`src/rtl/uart_arb_pkg.sv`:
```
// Shared types and constants for the UART transmit arbiter.
// Consumed by rr_arbiter and uart_tx_arbiter.
package uart_arb_pkg;

    typedef enum logic [1:0] {
        IDLE,
        SEND,
        WAIT_START,
        WAIT_DONE
    } arb_state_t;

    localparam logic [3:0] HDR_TAG        = 4'hA;
    localparam int         DEFAULT_DATA_W = 8;

    // Width of an index into n requesters; never narrower than one bit.
    function automatic int id_width(input int n);
        return (n > 1) ? $clog2(n) : 1;
    endfunction

endpackage

```
`src/rtl/rr_arbiter.sv`:
```
// Combinational round-robin pick: first valid requester at or after
// last_grant+1, wrapping modulo N_REQ.
module rr_arbiter
    import uart_arb_pkg::*;
#(
    parameter int N_REQ = 4,
    parameter int ID_W  = id_width(N_REQ)
) (
    input  logic [N_REQ-1:0] req_valid,
    input  logic [ID_W-1:0]  last_grant,
    output logic [N_REQ-1:0] grant,
    output logic [ID_W-1:0]  grant_idx,
    output logic             any_valid
);

    // NOTE: every variable written here gets a default before the loop, so no latch is inferred.
    always_comb begin
        logic [ID_W:0] sum;
        logic          found;
        grant     = '0;
        grant_idx = '0;
        found     = 1'b0;
        sum       = '0;
        for (int k = 1; k <= N_REQ; k++) begin
            sum = {1'b0, last_grant} + (ID_W+1)'(k);
            if (sum >= (ID_W+1)'(N_REQ)) sum = sum - (ID_W+1)'(N_REQ);
            if (!found && req_valid[sum[ID_W-1:0]]) begin
                found                  = 1'b1;
                grant[sum[ID_W-1:0]]   = 1'b1;
                grant_idx              = sum[ID_W-1:0];
            end
        end
    end

    assign any_valid = |req_valid;

endmodule

```
`src/rtl/uart_tx_arbiter.sv`:
```
// Round-robin sharing of one UART transmitter among N_REQ byte producers,
// with a start watchdog. Define UART_ARB_HEADER_EN to prefix each byte with a header frame.
module uart_tx_arbiter
    import uart_arb_pkg::*;
#(
    parameter int N_REQ         = 4,
    parameter int DATA_W        = DEFAULT_DATA_W,
    parameter int START_TIMEOUT = 16
) (
    input  logic                        clk,
    input  logic                        reset,
    input  logic [N_REQ-1:0]            req_valid,
    input  logic [N_REQ*DATA_W-1:0]     req_data,
    output logic [N_REQ-1:0]            req_ready,
    output logic [DATA_W-1:0]           tx_data,
    output logic                        tx_enable,
    input  logic                        tx_ready,
    output logic [id_width(N_REQ)-1:0]  grant_id,
    output logic                        busy,
    output logic                        timeout_err
);

    localparam int ID_W  = id_width(N_REQ);
    localparam int CNT_W = id_width(START_TIMEOUT);

    arb_state_t       state, state_next;
    logic [ID_W-1:0]  last_grant;
    logic [CNT_W-1:0] wd_cnt;
    logic [N_REQ-1:0] pick;
    logic [ID_W-1:0]  pick_idx;
    logic             any_valid;
    logic             take;
    logic             wd_expired;
    logic             more_frames;

`ifdef UART_ARB_HEADER_EN
    logic              phase;
    logic [DATA_W-1:0] data_hold;
    logic [7:0]        hdr_byte;

    assign hdr_byte    = {HDR_TAG, 4'(pick_idx)};
    assign more_frames = !phase;
`else
    assign more_frames = 1'b0;
`endif

    rr_arbiter #(
        .N_REQ (N_REQ),
        .ID_W  (ID_W)
    ) u_rr (
        .req_valid  (req_valid),
        .last_grant (last_grant),
        .grant      (pick),
        .grant_idx  (pick_idx),
        .any_valid  (any_valid)
    );

    assign take       = (state == IDLE) && tx_ready && any_valid;
    assign wd_expired = (state == WAIT_START) && tx_ready &&
                        (wd_cnt == CNT_W'(START_TIMEOUT - 1));

    always_ff @(posedge clk) begin
        if (!reset) state <= IDLE;
        else        state <= state_next;
    end

    always_comb begin
        state_next = state;
        unique case (state)
            IDLE:       if (take) state_next = SEND;
            SEND:       state_next = WAIT_START;
            WAIT_START: begin
                if (!tx_ready)       state_next = WAIT_DONE;
                else if (wd_expired) state_next = IDLE;
            end
            WAIT_DONE:  if (tx_ready) state_next = more_frames ? SEND : IDLE;
            default:    state_next = IDLE;
        endcase
    end

    // NOTE: sequential state uses non-blocking assignments only; reset is synchronous.
    always_ff @(posedge clk) begin
        if (!reset) begin
            last_grant <= ID_W'(N_REQ - 1);
            grant_id   <= '0;
            tx_data    <= '0;
            wd_cnt     <= '0;
`ifdef UART_ARB_HEADER_EN
            phase      <= 1'b0;
            data_hold  <= '0;
`endif
        end else begin
            if (take) begin
                last_grant <= pick_idx;
                grant_id   <= pick_idx;
`ifdef UART_ARB_HEADER_EN
                tx_data    <= DATA_W'(hdr_byte);
                data_hold  <= req_data[pick_idx*DATA_W +: DATA_W];
                phase      <= 1'b0;
`else
                tx_data    <= req_data[pick_idx*DATA_W +: DATA_W];
`endif
            end
            if (state == SEND)
                wd_cnt <= '0;
            else if ((state == WAIT_START) && tx_ready && !wd_expired)
                wd_cnt <= wd_cnt + 1'b1;
`ifdef UART_ARB_HEADER_EN
            // Header frame finished: swap the held byte in for the data frame.
            if ((state == WAIT_DONE) && tx_ready && !phase) begin
                phase   <= 1'b1;
                tx_data <= data_hold;
            end
`endif
        end
    end

    // NOTE: outputs are gated by reset so nothing escapes before the state register has reset.
    always_comb begin
        req_ready   = '0;
        tx_enable   = 1'b0;
        busy        = 1'b0;
        timeout_err = 1'b0;
        if (reset) begin
            if (take) req_ready = pick;
            tx_enable   = (state == SEND);
            busy        = (state != IDLE);
            timeout_err = wd_expired;
        end
    end

endmodule

```
`config.mk`:
```
export PLATFORM = sky130hd
export DESIGN_NAME = uart_tx_arbiter
export DESIGN_NICKNAME = d
export VERILOG_FILES = /design/src/rtl/uart_arb_pkg.sv /design/src/rtl/rr_arbiter.sv /design/src/rtl/uart_tx_arbiter.sv
export SDC_FILE = /design/constraint.sdc
export NUM_CORES = 1
export LEC_CHECK = 0
export ABC_AREA = 1
export BUFFER_PORTS_ARGS = -buffer_cell sky130_fd_sc_hd__buf_2
export CAP_MARGIN = 40
export CORE_UTILIZATION = 35
export CTS_BUF_LIST = sky130_fd_sc_hd__clkbuf_8
export DETAILED_ROUTE_END_ITERATION = 10
export GPL_TIMING_DRIVEN = 0
export PLACE_DENSITY = 0.68
export RECOVER_POWER = 100
export SYNTH_ARGS = -nofsm -noshare
export SYNTH_HDL_FRONTEND = slang
export SYNTH_SLANG_ARGS = --single-unit
export TNS_END_PERCENT = 20
```
`constraint.sdc`:
```
create_clock -name clk -period 4.82 [get_ports clk]
set_input_delay 0.241 -clock clk [delete_from_list [all_inputs] [get_ports clk]]
set_output_delay 0.241 -clock clk [all_outputs]
set_load 0.05 [all_outputs]
```
== Word level (Yosys, flattened, before mapping) ==
Cells that the tools add are included.
Operators by class
  magnitude comparators: 12
  bitwise gates (word level): 4
  equality and inequality tests: 7
  mux-type cells: 41
  add/sub/neg operators: 9
  reduce and logical (&&, ||, !) cells: 21
  shift operators: 1
Operator list (number)
  $shiftx A32 B6 Y8: 1
  $mux W2: 12
  $mux W4: 6
  $mux W1: 14
  $ge A3 B3 Y1 const B: 4
  $logic_and A1 B1 Y1: 12
  $lt A2 B3 Y1 const B: 4
  $or A4 B4 Y4: 3
  $bmux W1 S2: 4
  $demux W1 S2: 4
  $ge A2 B1 Y1 const B: 4
  $pmux W2 S4: 1
  $sub A2 B1 Y2 const B: 4
  $add A2 B2 Y3 const B: 2
  $add A4 B1 Y4 const B: 1
  $eq A2 B2 Y1 const B: 2
  $eq A4 B4 Y1 const B: 1
  $logic_not A1 Y1: 4
  $ne A2 B2 Y1 const B: 2
  $reduce_or A4 Y1: 1
  $add A2 B1 Y3 const B: 1
  $add A2 B3 Y3 const B: 1
  $ne A3 B3 Y1 const B: 1
  $reduce_and A3 Y1: 1
  other kinds (5): 5
Word-level totals
  output and inout bits: 17
  word-level logic and storage cells: 100
  register bits after elaboration: 18

== Depth between registers and ports, before layout ==
  word-level depth: 17
  depth in mapped cells: 17
  depth with buffers taken out: 15

== Hierarchy ==
A second synthesis with hierarchy kept.
Unflattened totals
  cell total of the unflattened synthesis: 303
  area total of the unflattened synthesis: 1866.8 µm²
By module, submodules not included
  uart_tx_arbiter: cells each 220, area an instance 1305.0 µm², instances 1, seq. area each 360.3 µm²
  rr_arbiter: cells each 83, area an instance 561.8 µm², instances 1, seq. area each 0.0 µm²

== Worst setup path after synthesis ==
OpenSTA, ideal clock, no wires.
  kind: register to output
  start: register wd_cnt[0]
  end: output timeout_err
  arrival time: 2.064 ns
  buffers on the path: 0
  cell stages (with the launch flop): 4
  path slack: 2.515 ns
  cells stage by stage: dfxtp_1 > ha_1 > nand3_1 > nor4_1
On the way
  word-level cells in the longest chain between the ends: 3
Ends and longest elaborated chain
  start, declared: RTL line uart_tx_arbiter.sv:28  | logic [CNT_W-1:0] wd_cnt;
  start signal, assigned: RTL line uart_tx_arbiter.sv:107  | wd_cnt <= wd_cnt + 1'b1;
  $eq A4 B4 Y1: RTL line uart_tx_arbiter.sv:60  | (wd_cnt == CNT_W'(START_TIMEOUT - 1));
  $logic_and A1 B1 Y1: RTL line uart_tx_arbiter.sv:59  | assign wd_expired = (state == WAIT_START) && tx_ready &&
  $mux W1: RTL line uart_tx_arbiter.sv:124  | if (reset) begin
  end, declared: RTL line uart_tx_arbiter.sv:20  | output logic timeout_err
Every way passes these cells.

== Worst setup path after layout ==
  start: register last_grant[1]
  end: register tx_data[5]
On the way
  word-level cells in the longest chain between the ends: 16
  elaborated cells on any way between the ends: 38
  classes of those cells: 8 x add/sub; 4 x order compare; 1 x shift; 19 x mux; 6 x reduce/logical
Ends and longest elaborated chain
  start, declared: RTL line uart_tx_arbiter.sv:27  | logic [ID_W-1:0] last_grant;
  start signal, assigned: RTL line uart_tx_arbiter.sv:84  | last_grant <= ID_W'(N_REQ - 1);
  start signal, assigned: RTL line uart_tx_arbiter.sv:94  | last_grant <= pick_idx;
  $add A2 B1 Y3: RTL line rr_arbiter.sv:25  | sum = {1'b0, last_grant} + (ID_W+1)'(k);
  $ge A3 B3 Y1 or $sub A2 B1 Y2 (tied branches): RTL line rr_arbiter.sv:26  | if (sum >= (ID_W+1)'(N_REQ)) sum = sum - (ID_W+1)'(N_REQ);
  $mux W2: RTL line rr_arbiter.sv:26
  $bmux W1 S2: RTL line rr_arbiter.sv:27  | if (!found && req_valid[sum[ID_W-1:0]]) begin
  $mux W1 (implied by the code): RTL line rr_arbiter.sv:27
  $mux W1: RTL line rr_arbiter.sv:27
  $logic_not A1 Y1: RTL line rr_arbiter.sv:27
  $logic_and A1 B1 Y1: RTL line rr_arbiter.sv:27
  $mux W1: RTL line rr_arbiter.sv:27
  $logic_not A1 Y1: RTL line rr_arbiter.sv:27
  $logic_and A1 B1 Y1: RTL line rr_arbiter.sv:27
  $mux W1: RTL line rr_arbiter.sv:27
  $logic_not A1 Y1: RTL line rr_arbiter.sv:27
  $logic_and A1 B1 Y1: RTL line rr_arbiter.sv:27
  $mux W2 *: RTL line rr_arbiter.sv:27
  $shiftx A32 B6 Y8 *: RTL line uart_tx_arbiter.sv:101  | tx_data <= req_data[pick_idx*DATA_W +: DATA_W];
  end signal, assigned: RTL line uart_tx_arbiter.sv:101
  end, declared: RTL line uart_tx_arbiter.sv:15  | output logic [DATA_W-1:0] tx_data,
Mark *: on every way between the ends. The rest lies on a longest branch, timed or not. The select of a mux whose other input is x is not followed.
A chain may end at the register's enable or synchronous reset.

==> flow_metrics.env <==
export IMPL_ios=56
export IMPL_drive_gt1_share_pct=18.40
export IMPL_wl_met2_mm=1.851
export IMPL_vias=1784
export IMPL_antenna_found_initial=0
export IMPL_cp_start_kind="flop"
export IMPL_power_density_nw_per_um2=545.8
export IMPL_post_cts_setup_buffers=0
export IMPL_hold_start="reset"
export IMPL_synthesis_area_um2=1667
export IMPL_worstSetupEndpointType="flop"
export IMPL_root_buffer="clkbuf_8"
export IMPL_synth_edff_count=0
export IMPL_async_flop_share_pct=0
export IMPL_post_route_min_period_ns=3.363
export IMPL_yosys_register_bits=18
export IMPL_cts_buffers=3
export IMPL_cts_hold_buf=0
export IMPL_worstSetupPathType="flop to flop"
export IMPL_outcome="finished with violations"
export IMPL_core_rowCount=24
export IMPL_ctsResizeCount=0
export IMPL_synth_ff_type="dfxtp_1"
export IMPL_yosys_warnings=0
export IMPL_nets=386
export IMPL_rrSetupSlack_ns=1.46
export IMPL_syn_avg_cell_area_um2=5.995
export IMPL_clkSinkCount=18
export IMPL_ys_types=32
export IMPL_hold_class="primary input to flop"
export IMPL_core_um2=4474
export IMPL_path_clk_slew_ns=0.07
export IMPL_grt_overflow=0
export IMPL_synth_commonest_cells="inv_1, nand2_1, nand3_1"
export IMPL_tns_ns=0
export IMPL_setup_violations_final=0
export IMPL_leakagePower_uw=0.001190
export IMPL_worstMarginPinSlew_ns=0.6206
export IMPL_regArea_um2=360.3
export IMPL_yosysMostFrequentCell="inv_1"
export IMPL_wl_met1_mm=1.839
export IMPL_critPathMaxStageDelay_ns=0.52
export IMPL_cts_tree="done"
export IMPL_grt_pass1_wl_mm=6.706
export IMPL_yosysTopAreaCell="dfxtp_1"
export IMPL_n_antenna_cell=0
export IMPL_num_fill_cells=485
export IMPL_r2r_start="last_grant[1]"
export IMPL_syn_num_nets=326
export IMPL_ir_drop_mv=0.2246
export IMPL_syn_to_final_growth_pct=20.27
export IMPL_cp_slowest_cell="o21ai_0"
export IMPL_top_layer_used="met4"
export IMPL_max_slew_margin_pct=58.19
export IMPL_io_buffers=55
export IMPL_grt_max_degree=11
export IMPL_dr_pass1_iters=7
export IMPL_finalPower_uw=1094
export IMPL_path_cells="inv_1 > ha_1 > inv_1 > o21ai_0 > nand4_1 > nand2_1 > clkbuf_1 > nand2_1 > nand3_1 > nand3_1 > nand2_1 > inv_1"
export IMPL_multi_input_area_um2=980.9
export IMPL_die_h_um=71.01
export IMPL_drt_iter0_drc=84
export IMPL_htree_levels=1
export IMPL_finClkSkew_ns=0.003595
export IMPL_seq_area_frac_synth_pct=21.62
export IMPL_timing_rr_end="tx_data[5]"
export IMPL_fmax_ghz=0.2974
export IMPL_fin_crit_sh_pct=69.77
export IMPL_clockBufferDepth=2
export IMPL_synth_area_leaders="dfxtp_1, nand3_1, inv_1, nand2_1, ha_1"
export IMPL_clk_insertion_delay_late_ns=0.26
export IMPL_yosysTopAreaCellShare_pct=21.62
export IMPL_max_cap_viol_count=0
export IMPL_die_area_um2=5042
export IMPL_routedWlPerCell_um=10.06
export IMPL_dr_wl_met3_um=173
export IMPL_hold_viol=0
export IMPL_synthCells=278
export IMPL_failed_checks="design-rule violations"
export IMPL_grt_usage_pct=16.42
export IMPL_hpwlAfterDp_mm=3.117
export IMPL_ant_nets=0
export IMPL_grt_pass1_vias=1637
export IMPL_routed_wl_mm=3.914
export IMPL_die_w_um=71.01
export IMPL_endpoint="tx_data[5]"
export IMPL_crit_path_max_fanout=10
export IMPL_globalplace_congestion=0.8054
export IMPL_drc_errors=2
export IMPL_cp_required_ns=4.98
export IMPL_crit_arrival_ns=3.52
export IMPL_via_per_inst=4.586
export IMPL_initial_core_util_pct=37.25
export IMPL_drv_slew=0
export IMPL_rsz0062_at_grt="no"
export IMPL_startpoint="last_grant[1]"
export IMPL_reg2reg_depth=12
==> logic make-up after synthesis <==
family	Yosys count	share of synthesized area [%]
adder cells (fa/ha/maj)	9	6.757
XOR/XNOR	1	0.5256
AND/OR/NAND/NOR	152	44.45
AO/OA/AOI/OAI	25	8.859
buffers and inverters	73	17.79
flip-flops	18	21.62
==> power breakdown <==
part / switching [µW] / internal [µW] / total (µW)
logic: 531 / 224 / 756
clock network: 51.4 / 72.6 / 124
registers: 28.3 / 186 / 214
total: 611 / 483 / 1090
==> sequential cells by signal (all words and copies together), names as in the netlist <==
name	cells
tx_data	8
wd_cnt	4
grant_id	2
last_grant	2
state	2
==> metal layers <==
metal / vias up / track usage (%)
met5: - / 0
met4: 0 / 5.556
met3: 5 / 2.564
met2: 40 / 29.17
met1: 755 / 20.17
li1: 984 / -
==> how the worst min path moves through the flow <==
stage	endpoint	slack [ns]	cells past startpoint
floorplan	last_grant[0]	0.34	1
global placement	grant_id[1]	0.46	2
detailed placement	grant_id[0]	0.47	2
CTS	last_grant[1]	0.22	2
global route	last_grant[1]	0.22	2
finish	last_grant[1]	0.23	2
==> critical path: cells and delay by family (launching register included) <==
family / cells / cell delay, ns
and+or+nand+nor: 6 / 1.08
buffers and inverters: 4 / 0.74
AOI/OAI and AO/OA: 1 / 0.52
DFF: 1 / 0.51
adders and majority gates: 1 / 0.40
==> metrics by stage <==
| stage | instance area, µm² | hold WS, ns | worst slack (ns) | std cells | util [%] |
|---|---|---|---|---|---|
| 2_1_floorplan | 1667 | 0.3396 | 2.515 | 278 | - |
| 3_3_place_gp | 2007 | 0.4553 | 2.267 | 385 | 44.85 |
| 3_5_place_dp | 2007 | 0.4674 | 2.256 | 385 | 44.85 |
| 4_1_cts | 2062 | 0.2185 | 1.961 | 389 | 46.09 |
| 5_1_grt | 2004 | 0.2156 | 1.010 | 389 | 44.80 |
| 6_report | 2004 | 0.2266 | 1.457 | 389 | 44.80 |
==> cell type report <==
class | instances | share of cell area (%)
Buffer | 7 | 1.935
Clock buffer | 4 | 2.747
Inverter | 66 | 12.48
Multi-Input combinational cell | 187 | 48.94
Sequential cell | 18 | 17.98
Tap cell | 52 | 3.246
Timing Repair Buffer | 55 | 12.67
==> cells in the final DEF, fill, tap and decap left out, drive strengths merged, types with 2 or more instances in the layout <==
master | synthesis | layout
nand4 | 3 | 3
dfxtp | 18 | 18
o211ai | 2 | 2
nand3 | 50 | 50
nor2 | 26 | 26
ha | 9 | 9
o21ai | 7 | 7
inv | 66 | 66
clkbuf | 3 | 25
o22ai | 4 | 4
nand2 | 69 | 69
a21oi | 9 | 9
buf | 4 | 41
(Power assumes the default switching activity.)
